`config.mk`:
```
export PLATFORM = sky130hd
export DESIGN_NAME = fsm_state_monitor
export DESIGN_NICKNAME = d
export VERILOG_FILES = /design/src/rtl/fsm_mon_pkg.sv /design/src/rtl/mon_fifo.sv /design/src/rtl/fsm_state_monitor.sv
export SDC_FILE = /design/constraint.sdc
export NUM_CORES = 1
export LEC_CHECK = 0
export CORE_MARGIN = 2
export CORE_UTILIZATION = 45
export DETAILED_ROUTE_END_ITERATION = 8
export GPL_ROUTABILITY_DRIVEN = 0
export PLACE_DENSITY = 0.75
export SETUP_SLACK_MARGIN = 0.02
export SYNTH_ARGS = -nofsm -noshare
export SYNTH_HDL_FRONTEND = slang
export SYNTH_SLANG_ARGS = --single-unit
```
`constraint.sdc`:
```
create_clock -name clk -period 4.1 [get_ports clk]
set_input_delay 0.41 -clock clk [delete_from_list [all_inputs] [get_ports clk]]
set_output_delay 0.41 -clock clk [all_outputs]
set_load 0.02 [all_outputs]
```
`src/rtl/fsm_mon_pkg.sv`:
```
// Shared types and widths for the maintenance-FSM state-bus monitor.
package fsm_mon_pkg;

    localparam int unsigned EVT_W    = 8;
    localparam int unsigned MANT_BIT = 7;
    localparam int unsigned MANT_W   = 7;
    localparam int unsigned CNT_W    = 16;
    localparam int unsigned DROP_W   = 8;

    typedef enum logic [1:0] {
        IDLE    = 2'd0,
        TRACK   = 2'd1,
        STALLED = 2'd2
    } mon_state_t;

endpackage

```
`src/rtl/mon_fifo.sv`:
```
// Show-ahead synchronous event FIFO; pointers carry one extra wrap bit.
module mon_fifo
    import fsm_mon_pkg::*;
#(
    parameter int unsigned DEPTH = 8
) (
    input  logic             clk,
    input  logic             rst,
    input  logic             push,
    input  logic             pop,
    input  logic [EVT_W-1:0] din,
    output logic [EVT_W-1:0] dout,
    output logic             full,
    output logic             empty
);

    localparam int unsigned AW = $clog2(DEPTH);

    logic [AW:0]       wr_q, rd_q;
    logic [EVT_W-1:0]  mem [DEPTH];
    logic              do_pop, do_push;

    assign empty   = (wr_q == rd_q);
    assign full    = (wr_q[AW] != rd_q[AW]) && (wr_q[AW-1:0] == rd_q[AW-1:0]);
    // A pop on an empty FIFO is ignored; a full FIFO still accepts a push when it pops
    assign do_pop  = pop & ~empty;
    assign do_push = push & (~full | do_pop);
    assign dout    = empty ? '0 : mem[rd_q[AW-1:0]];

    always_ff @(posedge clk or negedge rst) begin
        if (!rst) begin
            wr_q <= '0;
            rd_q <= '0;
        end else begin
            if (do_push) wr_q <= wr_q + (AW+1)'(1);
            if (do_pop)  rd_q <= rd_q + (AW+1)'(1);
        end
    end

    always_ff @(posedge clk) begin
        if (do_push) mem[wr_q[AW-1:0]] <= din;
    end

endmodule

```
`src/rtl/fsm_state_monitor.sv`:
```
// Watches the maintenance FSM state bus: queues changes, checks count sequence,
// flags overflow and a frozen bus.
module fsm_state_monitor
    import fsm_mon_pkg::*;
#(
    parameter int unsigned DEPTH        = 8,
    parameter int unsigned STALL_CYCLES = 1000
) (
    input  logic              clk,
    input  logic              rst,
    input  logic [EVT_W-1:0]  state_in,
    input  logic              clr_err,
    input  logic              evt_ready,
    output logic              evt_valid,
    output logic [EVT_W-1:0]  evt_data,
    output logic [MANT_W-1:0] mant_last,
    output logic              stall,
    output logic              seq_err,
    output logic              ovf,
    output logic [DROP_W-1:0] drop_cnt
);

    mon_state_t        state_q, state_d;
    logic [EVT_W-1:0]  prev_q;
    logic [CNT_W-1:0]  cnt_q;
    logic              has_mant_q;
    logic              change_c, push_c, cnt_clr_c, cnt_inc_c;
    logic              fifo_full, fifo_empty, drop_c, seq_bad_c;

    assign change_c = (state_in != prev_q);

    always_ff @(posedge clk or negedge rst) begin
        if (!rst) state_q <= IDLE;
        else      state_q <= state_d;
    end

    always_comb begin
        state_d = state_q;
        case (state_q)
            IDLE:    state_d = TRACK;
            TRACK:   if (!change_c && cnt_q == CNT_W'(STALL_CYCLES - 2)) state_d = STALLED;
            STALLED: if (change_c) state_d = TRACK;
            default: state_d = IDLE;
        endcase
    end

    always_comb begin
        push_c    = 1'b0;
        cnt_clr_c = 1'b0;
        cnt_inc_c = 1'b0;
        case (state_q)
            IDLE: begin
                push_c    = 1'b1;
                cnt_clr_c = 1'b1;
            end
            TRACK: begin
                push_c    = change_c;
                cnt_clr_c = change_c;
                cnt_inc_c = ~change_c;
            end
            STALLED: begin
                push_c    = change_c;
                cnt_clr_c = change_c;
            end
            default: ;
        endcase
    end

    // Drop happens only when full and the reader is not freeing a slot this cycle
    assign drop_c    = push_c & fifo_full & ~evt_ready;
    assign seq_bad_c = push_c & state_in[MANT_BIT] & has_mant_q &
                       (state_in[MANT_W-1:0] != MANT_W'(mant_last + MANT_W'(1)));

    always_ff @(posedge clk or negedge rst) begin
        if (!rst) begin
            prev_q     <= '0;
            cnt_q      <= '0;
            stall      <= 1'b0;
            has_mant_q <= 1'b0;
            mant_last  <= '0;
            seq_err    <= 1'b0;
            ovf        <= 1'b0;
            drop_cnt   <= '0;
        end else begin
            if (push_c) prev_q <= state_in;
            if (cnt_clr_c)      cnt_q <= '0;
            else if (cnt_inc_c) cnt_q <= cnt_q + CNT_W'(1);
            stall <= (state_d == STALLED);
            if (push_c && state_in[MANT_BIT]) begin
                has_mant_q <= 1'b1;
                mant_last  <= state_in[MANT_W-1:0];
            end
            // New error events take priority over a same-cycle clear
            if (seq_bad_c)    seq_err <= 1'b1;
            else if (clr_err) seq_err <= 1'b0;
            if (drop_c)       ovf <= 1'b1;
            else if (clr_err) ovf <= 1'b0;
            if (drop_c) begin
                if (clr_err)                    drop_cnt <= DROP_W'(1);
                else if (drop_cnt != '1)        drop_cnt <= drop_cnt + DROP_W'(1);
            end else if (clr_err) begin
                drop_cnt <= '0;
            end
        end
    end

    mon_fifo #(.DEPTH(DEPTH)) u_fifo (
        .clk   (clk),
        .rst   (rst),
        .push  (push_c),
        .pop   (evt_ready),
        .din   (state_in),
        .dout  (evt_data),
        .full  (fifo_full),
        .empty (fifo_empty)
    );

    assign evt_valid = ~fifo_empty;

endmodule
```
==> run_results.csv, run 1 <==
group,metric,value,unit
outcome,outcome,"finished with violations",
outcome,violations,"DRC",
setup_path,cp_cell_sequence,"buf_4 > mux4_2 > mux2i_1 > nor2_1 > clkdlybuf4s50_1",
sta,worst_slack,783,ps
setup_path,rr_endpoint,"u_fifo.mem[6][6]$_DFFE_PP_",
setup_path,worstPathRequired,3690,ps
global_routing,grt_antenna_before_repair,0,
place,pre_cts_ws,704,ps
finish,area_growth,22.3,%
global_routing,grt_pass1_wl,18000,µm
sta,fmax,0.302,GHz
clock_tree,cts_made_buffers,17,
setup_path,crit_slowest_cell,"dfrtp_1",
sta,setup_tns,0,ps
sta,tightest_slew,1150,ps
global_routing,grt_start_max_net_pins,54,
route,dr.first_iter.drc_count,288,
route,vias_per_cell,5.60,
yosys,synth_seq_cells,117,
setup_path,r2r_start,"u_fifo.rd_q[0]$_DFFE_PN0P_",
finish,fill_cells,917,
sta,setup_viol,0,
power,power.leakage,2.40,nW
finish,antenna-diode-count,0,
setup_path,regToRegSetupSlack,1300,ps
job,cap_violations,0,
global_routing,grt_pass1_vias,3417,
power,power_density,661,nW/µm²
floorplan,floorplan.rows,39,
route,drc_errors,4,
yosys,synth-main-ff-cell,"edfxtp_1",
finish,multiInputGateArea,1980,µm²
clock_tree,cts-resized-gates,0,
setup_path,start_kind,"flip-flop",
finish,fin_util,0.568,
sta,fin_skew,5.67,ps
floorplan,io_pins,39,
yosys,syn-mean-instance-area,13.5,µm²
place,port-buffer-count,38,
finish,drive_above_1_share,0.188,
route,first_pass_iters,7,
route,dr_total_vias,3415,
clock_tree,root_buffer,"clkbuf_16",
clock_tree,cts_max_level,4,
yosys,syn_inst,395,
sta,maxSlewViolCount,0,
sta,fin_crit,3320,ps
global_routing,grt_use_total,0.186,
yosys,synth_warnings,0,
yosys,async_flop_share,0.453,
floorplan,fp.dieW,113,µm
floorplan,start_util,0.464,
floorplan,core_area,11500,µm²
route,post_drt_wl_per_cell,17.9,µm
clock_tree,cts_hold_buffers,0,
global_routing,grt-ovfl-total,0,
setup_path,worstPathMaxFanout,12,
finish,nets,476,
clock_tree,cts_tree,"done",
setup_path,worstPathArrival,2910,ps
yosys,syn-num-nets,417,
clock_tree,clock_latency,410,ps
setup_path,crit_type,"flip-flop to output port",
clock_tree,cts.sinks,117,
finish,regArea,3250,µm²
min_path,hp-class,"input port to async pin",
sta,slew_headroom,0.230,
place,post-dp-hpwl,7430,µm
sta,hold_violations,0,
yosys,ys_seq_area_frac,0.608,
clock_tree,cts_max_path_buffers,2,
route,drtAntennaViolNets,0,
setup_path,end_kind,"output port",
clock_tree,postCtsSetupRepairBufs,0,
route,drt_wl_total,10900,µm
setup_path,r2r_cells,5,
floorplan,dieArea,12800,µm²
clock_tree,path_clk_slew,60,ps
yosys,synth_area,5340,µm²
power,peakVddDrop,276,µV
yosys,synth_edf_count,64,
floorplan,die_y,113,µm
sta,rsz0062_at_grt,"false",
yosys,ys_types,45,
sta,post-route-period-util,0.809,
setup_path,max_stage_delay,800,ps
## worst max-delay path by stage
stage	to	start
global route	evt_valid	u_fifo.rd_q[0]$_DFFE_PN0P_
global placement	u_fifo.mem[7][6]$_DFFE_PP_	state_in[6]
finish	evt_data[6]	u_fifo.rd_q[0]$_DFFE_PN0P_
detailed placement	u_fifo.mem[5][5]$_DFFE_PP_	state_in[6]
floorplan	u_fifo.mem[4][0]$_DFFE_PP_	state_q[0]$_DFF_PN0_
CTS	evt_data[3]	u_fifo.rd_q[0]$_DFFE_PN0P_
## critical path, delay by kind of cell (launching register included)
kind | cells | cell delay [ps]
buf+inv | 2 | 920
flops | 1 | 800
mux | 2 | 720
simple gates | 1 | 70
## cell families (layout without fill, tap and decap cells)
group,after synthesis,after routing,synth area share
compound gates,48,48,0.0541
xor+xnor,35,35,0.0574
fa+ha+maj,10,10,0.0234
buf+inv,29,101,0.0208
flops,117,117,0.608
mux,40,40,0.116
simple gates,116,116,0.120
## power breakdown
| part | switching, mW | leakage, nW | internal (mW) |
|---|---|---|---|
| Sequential | 0.173 | 1.26 | 1.51 |
| Clock | 0.562 | 0.277 | 0.846 |
| Combinational | 0.628 | 0.866 | 0.606 |
## flip-flops by register name, indices dropped and copies added (netlist names)
| register | cells |
|---|---|
| seq_err | 1 |
| has_mant_q | 1 |
| state_q | 2 |
| cnt_q | 16 |
| stall | 1 |
| u_fifo.wr_q | 4 |
| mant_last | 7 |
| ovf | 1 |
| drop_cnt | 8 |
| prev_q | 8 |
| u_fifo.rd_q | 4 |
| u_fifo.mem | 64 |
## synthesized netlist by cell type, types with 11 or more instances
| master | n | area share |
|---|---|---|
| a21oi_1 | 14 | 0.013 |
| nor2_1 | 28 | 0.020 |
| xnor2_1 | 18 | 0.030 |
| mux4_2 | 16 | 0.067 |
| dfrtp_1 | 53 | 0.25 |
| nand2_1 | 11 | 0.0077 |
| o21ai_0 | 16 | 0.015 |
| edfxtp_1 | 64 | 0.36 |
| mux2_2 | 16 | 0.034 |
| clkbuf_1 | 11 | 0.0077 |
| nand3_1 | 18 | 0.017 |
| inv_1 | 14 | 0.0098 |
| xor2_1 | 17 | 0.028 |
## layout make-up
cell class                      instances  area share
Clock inverter                         15      0.0222
Clock buffer                           17      0.0651
Sequential cell                       117       0.497
Inverter                               14     0.00804
Timing Repair Buffer                   55      0.0770
Multi-Input combinational cell        249       0.303
Tap cell                              143      0.0274
## per-stage QoR
stage	cells	power, mW	hold WS, ps	area, µm²
3_3_place_gp	578	2.91	451	5970
6_report	610	4.32	127	6540
2_1_floorplan	395	2.46	114	5340
5_1_grt	610	4.54	192	6540
3_5_place_dp	578	2.95	463	5970
4_1_cts	610	4.37	145	6540
## layout by cell type (no fill, tap or decap), types with 3 or more instances in the layout
cell type | synthesis | final
mux2_2 | 16 | 16
mux4_2 | 16 | 16
clkdlybuf4s50_1 | 0 | 37
xnor2_1 | 18 | 18
or4_1 | 6 | 6
mux2i_1 | 8 | 8
a31oi_1 | 3 | 3
a211oi_1 | 3 | 3
dfrtp_1 | 53 | 53
nor2b_1 | 4 | 4
or3_1 | 6 | 6
nand2b_1 | 3 | 3
buf_4 | 0 | 17
ha_1 | 10 | 10
and2_1 | 3 | 3
o21ai_0 | 16 | 16
nor3_1 | 9 | 9
a21oi_1 | 14 | 14
and3_1 | 6 | 6
clkinv_4 | 0 | 4
edfxtp_1 | 64 | 64
nor2_1 | 28 | 28
nand3_1 | 18 | 18
xor2_1 | 17 | 17
inv_1 | 14 | 14
clkbuf_16 | 0 | 17
o31ai_1 | 5 | 5
nand2_1 | 11 | 11
inv_6 | 0 | 5
nand4_1 | 7 | 7
## metal layers
metal,GRT usage,vias to the layer above,wire (µm)
li1,-,1606,-
met1,0.248,1707,4720
met2,0.303,98,5470
met3,0.0578,4,699
met4,0.0439,0,48
met5,0,-,0
Note: power is estimated with default switching activity, not from simulation.
==> run 2, diff against run 1 <==
clock period = 3.4 ns   (was 4.1 ns; I/O delays follow)
==> run 2 against run 1 <==
  * The run still ends with DRC left
  * Count of clock-buffer cells in the layout rose by 3
  * Sequential share of layout area fell by 0.77 points
  * Clock skew rose by 1.9 ps
  * Critical path depth stayed put
  * Cell count rose by 1.1%
  * Sequential power up 20%
  * Die area did not move
  * Routed wire length increased by 8.6%
  * Sequential cell count is the same
  * Non-clock buffer count is 7 higher
  * Largest power group unchanged
==> run_results.csv, run 2 (synthesized netlist as in run 1, its figures left out) <==
group,metric,value,unit
job,cap_violations,0,
clock_tree,cts-resized-gates,0,
setup_path,cp_cell_sequence,"buf_4 > mux4_2 > mux2i_1 > nor2_1 > clkdlybuf4s50_1",
route,first_pass_iters,6,
setup_path,crit_type,"flip-flop to output port",
clock_tree,clock_latency,410,ps
route,vias_per_cell,5.63,
clock_tree,cts_max_level,4,
global_routing,grt_pass1_vias,3579,
global_routing,grt_antenna_before_repair,0,
sta,setup_viol,0,
route,drt_wl_total,11900,µm
finish,final_cell_mix,"edfxtp_1 (64), dfrtp_1 (53), clkdlybuf4s50_1 (37)",
floorplan,dieArea,12800,µm²
clock_tree,postCtsSetupRepairBufs,0,
floorplan,core_area,11500,µm²
finish,final_cell_count_no_fill,617,
sta,hold_violations,0,
clock_tree,cts_max_path_buffers,2,
global_routing,grt_use_total,0.201,
floorplan,floorplan.rows,39,
setup_path,worstPathArrival,2700,ps
sta,fmax,0.329,GHz
clock_tree,cts_made_buffers,17,
finish,area_growth,24.3,%
floorplan,fp.dieW,113,µm
sta,timing.hold.ws,11.9,ps
setup_path,r2r_cells,7,
sta,setup_tns,0,ps
sta,post-route-period-util,0.894,
outcome,violations,"DRC",
setup_path,worstPathRequired,3060,ps
route,dr_total_vias,3476,
finish,fin_util,0.576,
finish,nets,483,
finish,antenna-diode-count,0,
setup_path,end_kind,"output port",
setup_path,rr_endpoint,"drop_cnt[5]$_DFFE_PN0P_",
floorplan,start_util,0.464,
route,drtAntennaViolNets,0,
route,drc_errors,4,
place,post-dp-hpwl,7650,µm
clock_tree,cts_hold_buffers,0,
floorplan,io_pins,39,
power,power.leakage,2.47,nW
setup_path,max_stage_delay,670,ps
finish,largest_reg_flops,64,
global_routing,grt_most_used_layer,"met2",
place,pre_cts_ws,458,ps
power,peakVddDrop,289,µV
sta,fin_crit,3040,ps
global_routing,use_met1,0.250,
sta,tightest_slew,779,ps
finish,drive_above_1_share,0.192,
sta,fin_skew,7.61,ps
route,dr.first_iter.drc_count,226,
clock_tree,cts.sinks,117,
sta,rsz0062_at_grt,"false",
setup_path,r2r_start,"u_fifo.rd_q[0]$_DFFE_PN0P_",
global_routing,grt_start_max_net_pins,35,
global_routing,grt-ovfl-total,0,
global_routing,grt_use_met2,0.340,
power,power_density,825,nW/µm²
sta,maxSlewViolCount,0,
finish,final_common_cell,"edfxtp_1",
place,placed_cells,585,
place,port-buffer-count,38,
global_routing,met3_usage,0.0493,
setup_path,crit_slowest_cell,"dfrtp_1",
setup_path,worstPathMaxFanout,10,
sta,worst_slack,360,ps
finish,design_area,6640,µm²
outcome,outcome,"finished with violations",
min_path,hp-class,"input port to async pin",
power,p_total,5.48,mW
sta,slew_headroom,0.481,
clock_tree,path_clk_slew,50,ps
floorplan,die_y,113,µm
setup_path,start_kind,"flip-flop",
clock_tree,cts_tree,"done",
setup_path,regToRegSetupSlack,840,ps
clock_tree,root_buffer,"clkbuf_16",
route,post_drt_wl_per_cell,19.3,µm
global_routing,grt_pass1_wl,19200,µm
place,post_dp_cell_area,6020,µm²
-- run 2: area by class of cell --
type	count	area [µm²]
fill	910	4880
inverter	14	52.6
clock buffer	20	437
multi-input combinational	249	1980
timing repair buffer	62	556
sequential	117	3250
clock inverter	12	184
tap	143	179
-- run 2: worst max-delay path: cells and delay by family, from the launching register on --
family	cells	cell delay, ps
simple gates	1	50
buf+inv	2	850
flops	1	670
mux	2	710
-- run 2: worst max-delay path by stage --
stage | start | end | slack [ps]
2_1_floorplan | state_q[0]$_DFF_PN0_ | u_fifo.mem[4][0]$_DFFE_PP_ | 510
3_3_place_gp | state_in[3] | cnt_q[13]$_DFFE_PN0P_ | 520
3_5_place_dp | state_in[3] | cnt_q[12]$_DFFE_PN0P_ | 460
4_1_cts | u_fifo.rd_q[0]$_DFFE_PN0P_ | evt_data[4] | 310
5_1_grt | u_fifo.rd_q[0]$_DFFE_PN0P_ | evt_data[2] | 230
6_report | u_fifo.rd_q[0]$_DFFE_PN0P_ | evt_data[4] | 360
-- run 2: where the power goes --
| group | total, mW | switching, mW | internal, mW |
|---|---|---|---|
| Combinational | 1.58 | 0.815 | 0.764 |
| Sequential | 2.02 | 0.193 | 1.82 |
| Clock | 1.88 | 0.597 | 1.29 |
-- run 2: per-layer routing --
layer	up-vias	routed length [µm]
li1	1620	-
met3	23	485
met5	-	0
met1	1750	5020
met2	83	6110
met4	0	273
